$ cat config.mk
export PLATFORM = sky130hd
export DESIGN_NAME = alu_result_display
export DESIGN_NICKNAME = d
export VERILOG_FILES = /design/src/rtl/alu_result_display.sv
export SDC_FILE = /design/constraint.sdc
export NUM_CORES = 1
export LEC_CHECK = 0
export ABC_CLOCK_PERIOD_IN_PS = 1700
export BUFFER_PORTS_ARGS = -buffer_cell sky130_fd_sc_hd__buf_2
export CAP_MARGIN = 20
export CORE_AREA = 2 2 64 66
export CTS_BUF_LIST = sky130_fd_sc_hd__clkbuf_4 sky130_fd_sc_hd__clkbuf_8 sky130_fd_sc_hd__clkbuf_16
export DETAILED_ROUTE_END_ITERATION = 12
export DIE_AREA = 0 0 66 68
export PLACE_DENSITY = 0.69
export SYNTH_ARGS = -nofsm -noshare
export SYNTH_HDL_FRONTEND = slang
export SYNTH_SLANG_ARGS = --single-unit
$ cat constraint.sdc
create_clock -name clk -period 1.7 [get_ports clk]
set_clock_uncertainty 0.1 [all_clocks]
set_input_delay 0.17 -clock clk [delete_from_list [all_inputs] [get_ports clk]]
set_output_delay 0.17 -clock clk [all_outputs]
set_load 0.01 [all_outputs]
$ cat src/rtl/alu_result_display.sv
// Latches a 4-bit multiplier result and its Z/N/C/V flags and scans them onto a 4-digit
// active-low 7-segment display. Optional macro SIGNED_VIEW_EN selects a two's-complement view of digit0/digit1.
module alu_result_display #(
   parameter int unsigned REFRESH_DIV = 100000
) (
   input  logic       clk,
   input  logic       rst,
   input  logic       load,
   input  logic [3:0] result,
   input  logic       flag_z,
   input  logic       flag_n,
   input  logic       flag_c,
   input  logic       flag_v,
   output logic [6:0] seg,
   output logic [3:0] an,
   output logic [3:0] leds,
   output logic       valid
);

   localparam int unsigned CNT_W = (REFRESH_DIV > 1) ? $clog2(REFRESH_DIV) : 1;
   localparam logic [CNT_W-1:0] CNT_LAST = CNT_W'(REFRESH_DIV - 1);

   localparam logic [6:0] SEG_BLANK = 7'h7F;
   localparam logic [6:0] SEG_DASH  = 7'h3F;
   localparam logic [6:0] SEG_C     = 7'h46;
   localparam logic [6:0] SEG_U     = 7'h41;

   logic [CNT_W-1:0] r_cnt;
   logic [1:0]       r_idx;
   logic [3:0]       r_res;
   logic [3:0]       r_flags;   // {V,C,N,Z}
   logic             r_valid;

   logic [3:0]       w_dig0_val;
   logic [6:0]       w_dig0_seg;
   logic [6:0]       w_dig1_seg;
   logic [6:0]       w_seg;

   // Standard hex glyphs, active-low {g,f,e,d,c,b,a}, lowercase b and d.
   function automatic logic [6:0] hex_glyph(input logic [3:0] v);
      logic [6:0] g;
      case (v)
         4'h0: g = 7'h40;
         4'h1: g = 7'h79;
         4'h2: g = 7'h24;
         4'h3: g = 7'h30;
         4'h4: g = 7'h19;
         4'h5: g = 7'h12;
         4'h6: g = 7'h02;
         4'h7: g = 7'h78;
         4'h8: g = 7'h00;
         4'h9: g = 7'h10;
         4'hA: g = 7'h08;
         4'hB: g = 7'h03;
         4'hC: g = 7'h46;
         4'hD: g = 7'h21;
         4'hE: g = 7'h06;
         default: g = 7'h0E;
      endcase
      return g;
   endfunction

   // Refresh counter, digit index and capture latches; a load never disturbs the scan.
   always_ff @(posedge clk or posedge rst) begin
      if (rst) begin
         r_cnt   <= '0;
         r_idx   <= 2'd0;
         r_res   <= 4'd0;
         r_flags <= 4'd0;
         r_valid <= 1'b0;
      end else begin
         if (r_cnt == CNT_LAST) begin
            r_cnt <= '0;
            r_idx <= r_idx + 2'd1;
         end else begin
            r_cnt <= r_cnt + CNT_W'(1);
         end
         if (load) begin
            r_res   <= result;
            r_flags <= {flag_v, flag_c, flag_n, flag_z};
            r_valid <= 1'b1;
         end
      end
   end

`ifdef SIGNED_VIEW_EN
   // Magnitude of the two's-complement value; 4'b1000 wraps to itself and reads as 8.
   assign w_dig0_val = r_res[3] ? 4'(~r_res + 4'd1) : r_res;
   assign w_dig1_seg = r_res[3] ? SEG_DASH : SEG_BLANK;
`else
   assign w_dig0_val = r_res;
   assign w_dig1_seg = SEG_BLANK;
`endif

   assign w_dig0_seg = hex_glyph(w_dig0_val);

   // Segment decode from registered state only.
   always_comb begin
      w_seg = SEG_BLANK;
      if (r_valid) begin
         case (r_idx)
            2'd0:    w_seg = w_dig0_seg;
            2'd1:    w_seg = w_dig1_seg;
            2'd2:    w_seg = r_flags[2] ? SEG_C : SEG_BLANK;
            default: w_seg = r_flags[3] ? SEG_U : SEG_BLANK;
         endcase
      end
   end

   assign seg   = w_seg;
   assign an    = ~(4'b0001 << r_idx);
   assign leds  = r_flags;
   assign valid = r_valid;

endmodule

==> results.sh <==
export IMPL_status="finished, violations left"
export IMPL_violations="setup timing"
export IMPL_drcViolationCount=0
export IMPL_tightest_slew_ns=0.350
export IMPL_wl_mm=3.87
export IMPL_die_area_mm2=0.00449
export IMPL_diodes=0
export IMPL_start_util=0.427
export IMPL_grtUsageTotal=0.177
export IMPL_ios=27
export IMPL_final_core_util=0.611
export IMPL_final_area_mm2=0.00236
export IMPL_synth_area_mm2=0.00165
export IMPL_cts_root_buffer="clkbuf_8"
export IMPL_synthTopCellsByCount="dfrtp_1 (28), inv_1 (15), ha_1 (13)"
export IMPL_drtIter0Drc=32
export IMPL_synth_area_leaders="dfrtp_1 (43%), ha_1 (9.9%), mux2_2 (6.8%)"
export IMPL_grt_overflow_total=0
export IMPL_synth_top_area_frac=0.426
export IMPL_drive_gt1_frac=0.489
export IMPL_fin_setup_tns_ns=-2.62
export IMPL_n_fill_cell=314
export IMPL_start_kind="register"
export IMPL_wl_per_cell_um=14.0
export IMPL_cts_htree_levels=1
export IMPL_hold_start="result[1]"
export IMPL_path_clk_slew_ns=0.09
export IMPL_syn_num_nets=185
export IMPL_coreArea_mm2=0.00386
export IMPL_dp_hpwl_mm=2.53
export IMPL_area_delta_synth_final_pct=43.2
export IMPL_drv_slew=0
export IMPL_cts_buffer_depth=2
export IMPL_cts_tree="yes"
export IMPL_min_path_type="input port to register"
export IMPL_finalSetupViolations=7
export IMPL_leakagePower_nw=1.07
export IMPL_timing_fmax_mhz=466
export IMPL_ys_seq_elements=28
export IMPL_finalCriticalPeriod_ns=2.14
export IMPL_path_class="register to output port"
export IMPL_vias_per_cell=5.08
export IMPL_maxSlewHeadroom=0.767
export IMPL_hold_viol=0
export IMPL_core_rowCount=23
export IMPL_vdd_drop_max_mv=0.377
export IMPL_rsz0062_at_grt="yes"
export IMPL_synth_edf_count=0
export IMPL_ys_flop_type="dfrtp_1"
export IMPL_die_h_um=68
export IMPL_cp_data_arrival_time_ns=1.87
export IMPL_nets=252
export IMPL_cts_sinks=28
export IMPL_placed_area_mm2=0.00204
export IMPL_cts_buffers=3
export IMPL_rrSetupSlack_ns=0.06
export IMPL_worstPathRequired_ns=1.43
export IMPL_worstRegToRegCells=5
export IMPL_antenna_found_initial=0
export IMPL_synth_most_common_cell="dfrtp_1"
export IMPL_vias=1408
export IMPL_place_congestion=0.872
export IMPL_drtPass1Iterations=4
export IMPL_die_w_um=66
export IMPL_ys_seq_area_frac=0.426
export IMPL_yosysUniqueCellTypes=35
export IMPL_p_per_area_mw_per_mm2=671
export IMPL_multi_input_area_mm2=0.00101
export IMPL_async_flop_share=1.00
export IMPL_ant_nets=0
export IMPL_fin_ws_ns=-0.444
export IMPL_clock_latency_ns=0.28
export IMPL_avgSynthCellArea_um2=10.2
export IMPL_synth_top_area_cell="dfrtp_1"
export IMPL_crit_path_end_kind="output port"
export IMPL_io_buffers=26
export IMPL_holdWs_ns=0.00401
export IMPL_period_share=1.26
export IMPL_grt_pass1_wl_mm=6.02
export IMPL_grt_max_degree=29
export IMPL_ys_warn_count=0
export IMPL_grt_pass1_vias=1388
export IMPL_cp_endpoint="seg[3]"
export IMPL_regArea_um2=706
export IMPL_crit_path_start="r_res[1]$_DFFE_PP0P_"
export IMPL_cap_violations=0
export IMPL_r2r_start="r_cnt[0]$_DFF_PP0_"
export IMPL_worstReg2RegEnd="r_cnt[16]$_DFF_PP0_"
export IMPL_synthCells=161
export IMPL_cp_max_fo=5
flip-flops by register name, indices dropped and copies added, names as in the netlist:
signal,cells
r_idx,2
r_cnt,17
r_res,4
leds,4
valid,1
area by class of cell:
type                            count  area share
Clock inverter                      1      0.0127
Sequential cell                    28       0.300
Tap cell                           50      0.0266
Clock buffer                        3      0.0175
Inverter                           15      0.0250
Timing Repair Buffer               65       0.190
Multi-Input combinational cell    115       0.429
logic make-up after synthesis:
group	Yosys count	synth area share
xor gates and xnor gates	14	0.0745
and+or+nand+nor	51	0.175
DFF	28	0.426
adders and majority gates	13	0.0989
buffers and inverters	18	0.0418
AOI/OAI and AO/OA	22	0.0776
muxes	15	0.106
critical path: stages (launching register included):
cell and delay, ns:
dfrtp_1 0.39, inv_2 0.11, ha_4 0.29, inv_2 0.03
mux4_2 0.45, a21oi_2 0.14, o21ai_2 0.05, buf_2 0.14
power breakdown:
| group | switching, W | total [W] | internal, W | leakage, nW |
|---|---|---|---|---|
| logic | 0.000158 | 0.000348 | 0.000190 | 0.689 |
| registers | 0.0000229 | 0.000708 | 0.000685 | 0.349 |
| clock network | 0.000210 | 0.000526 | 0.000316 | 0.0357 |
| total | 0.000391 | 0.00158 | 0.00119 | 1.07 |
what timing repair did:
item,4_1_cts,5_1_grt
hold buffers,2,0
setup buffers,5,5
setup endpoints to repair,8,15
gates resized for setup,18,21
endpoints found under the hold margin,29,0
pin swaps,8,8
how the worst min path moves through the flow:
| stage | slack (ns) | cells past startpoint | to |
|---|---|---|---|
| after CTS | 0.004 | 3 | r_res[1]$_DFFE_PP0P_ |
| after global routing | 0.004 | 2 | leds[3]$_DFFE_PP0P_ |
| after global placement | 0.15 | 3 | r_cnt[1]$_DFF_PP0_ |
| final | 0.004 | 3 | r_res[1]$_DFFE_PP0P_ |
| after floorplan | 0.14 | 1 | leds[0]$_DFFE_PP0P_ |
| after detailed placement | 0.15 | 3 | r_cnt[1]$_DFF_PP0_ |
cell usage in the layout, fill, tap and decap left out, types with 2 or more instances in the layout:
master | synthesis | final
dfrtp_2 | 0 | 4
o21ai_0 | 10 | 5
ha_2 | 0 | 3
nor3_1 | 4 | 4
xnor2_1 | 9 | 9
ha_1 | 13 | 6
nand2_1 | 8 | 8
nand4_1 | 4 | 4
mux2i_1 | 4 | 4
o21ai_1 | 0 | 3
buf_2 | 1 | 26
o21ai_2 | 0 | 2
inv_2 | 0 | 4
mux2_2 | 10 | 8
nor2_1 | 10 | 10
mux2_4 | 0 | 2
nand3_1 | 5 | 5
buf_4 | 0 | 32
buf_6 | 0 | 5
o211ai_1 | 2 | 2
dlygate4sd3_1 | 0 | 2
nand2b_1 | 3 | 2
a21oi_2 | 0 | 4
inv_1 | 15 | 10
xor2_1 | 5 | 5
clkbuf_8 | 0 | 3
ha_4 | 0 | 4
nor4_1 | 4 | 3
nor2b_1 | 2 | 2
dfrtp_1 | 28 | 24
stage by stage:
| stage | std cells | setup WS (ns) | power, W |
|---|---|---|---|
| final | 277 | -0.444 | 0.00158 |
| after global routing | 277 | -0.518 | 0.00166 |
| after CTS | 272 | -0.410 | 0.00157 |
| after detailed placement | 261 | -0.149 | 0.000987 |
| after global placement | 261 | -0.116 | 0.000979 |
| after floorplan | 161 | -0.0139 | 0.000872 |
routing by layer:
| layer | part of all wire | track usage | vias up | wire [um] |
|---|---|---|---|---|
| met2 | 0.53 | 0.337 | 28 | 2040 |
| met4 | 0.014 | 0.0689 | 0 | 53 |
| li1 | - | - | 686 | - |
| met1 | 0.43 | 0.200 | 689 | 1660 |
| met3 | 0.030 | 0.0230 | 5 | 115 |
| met5 | 0 | 0 | - | 0 |
Note: power is estimated with default switching activity, not from simulation.
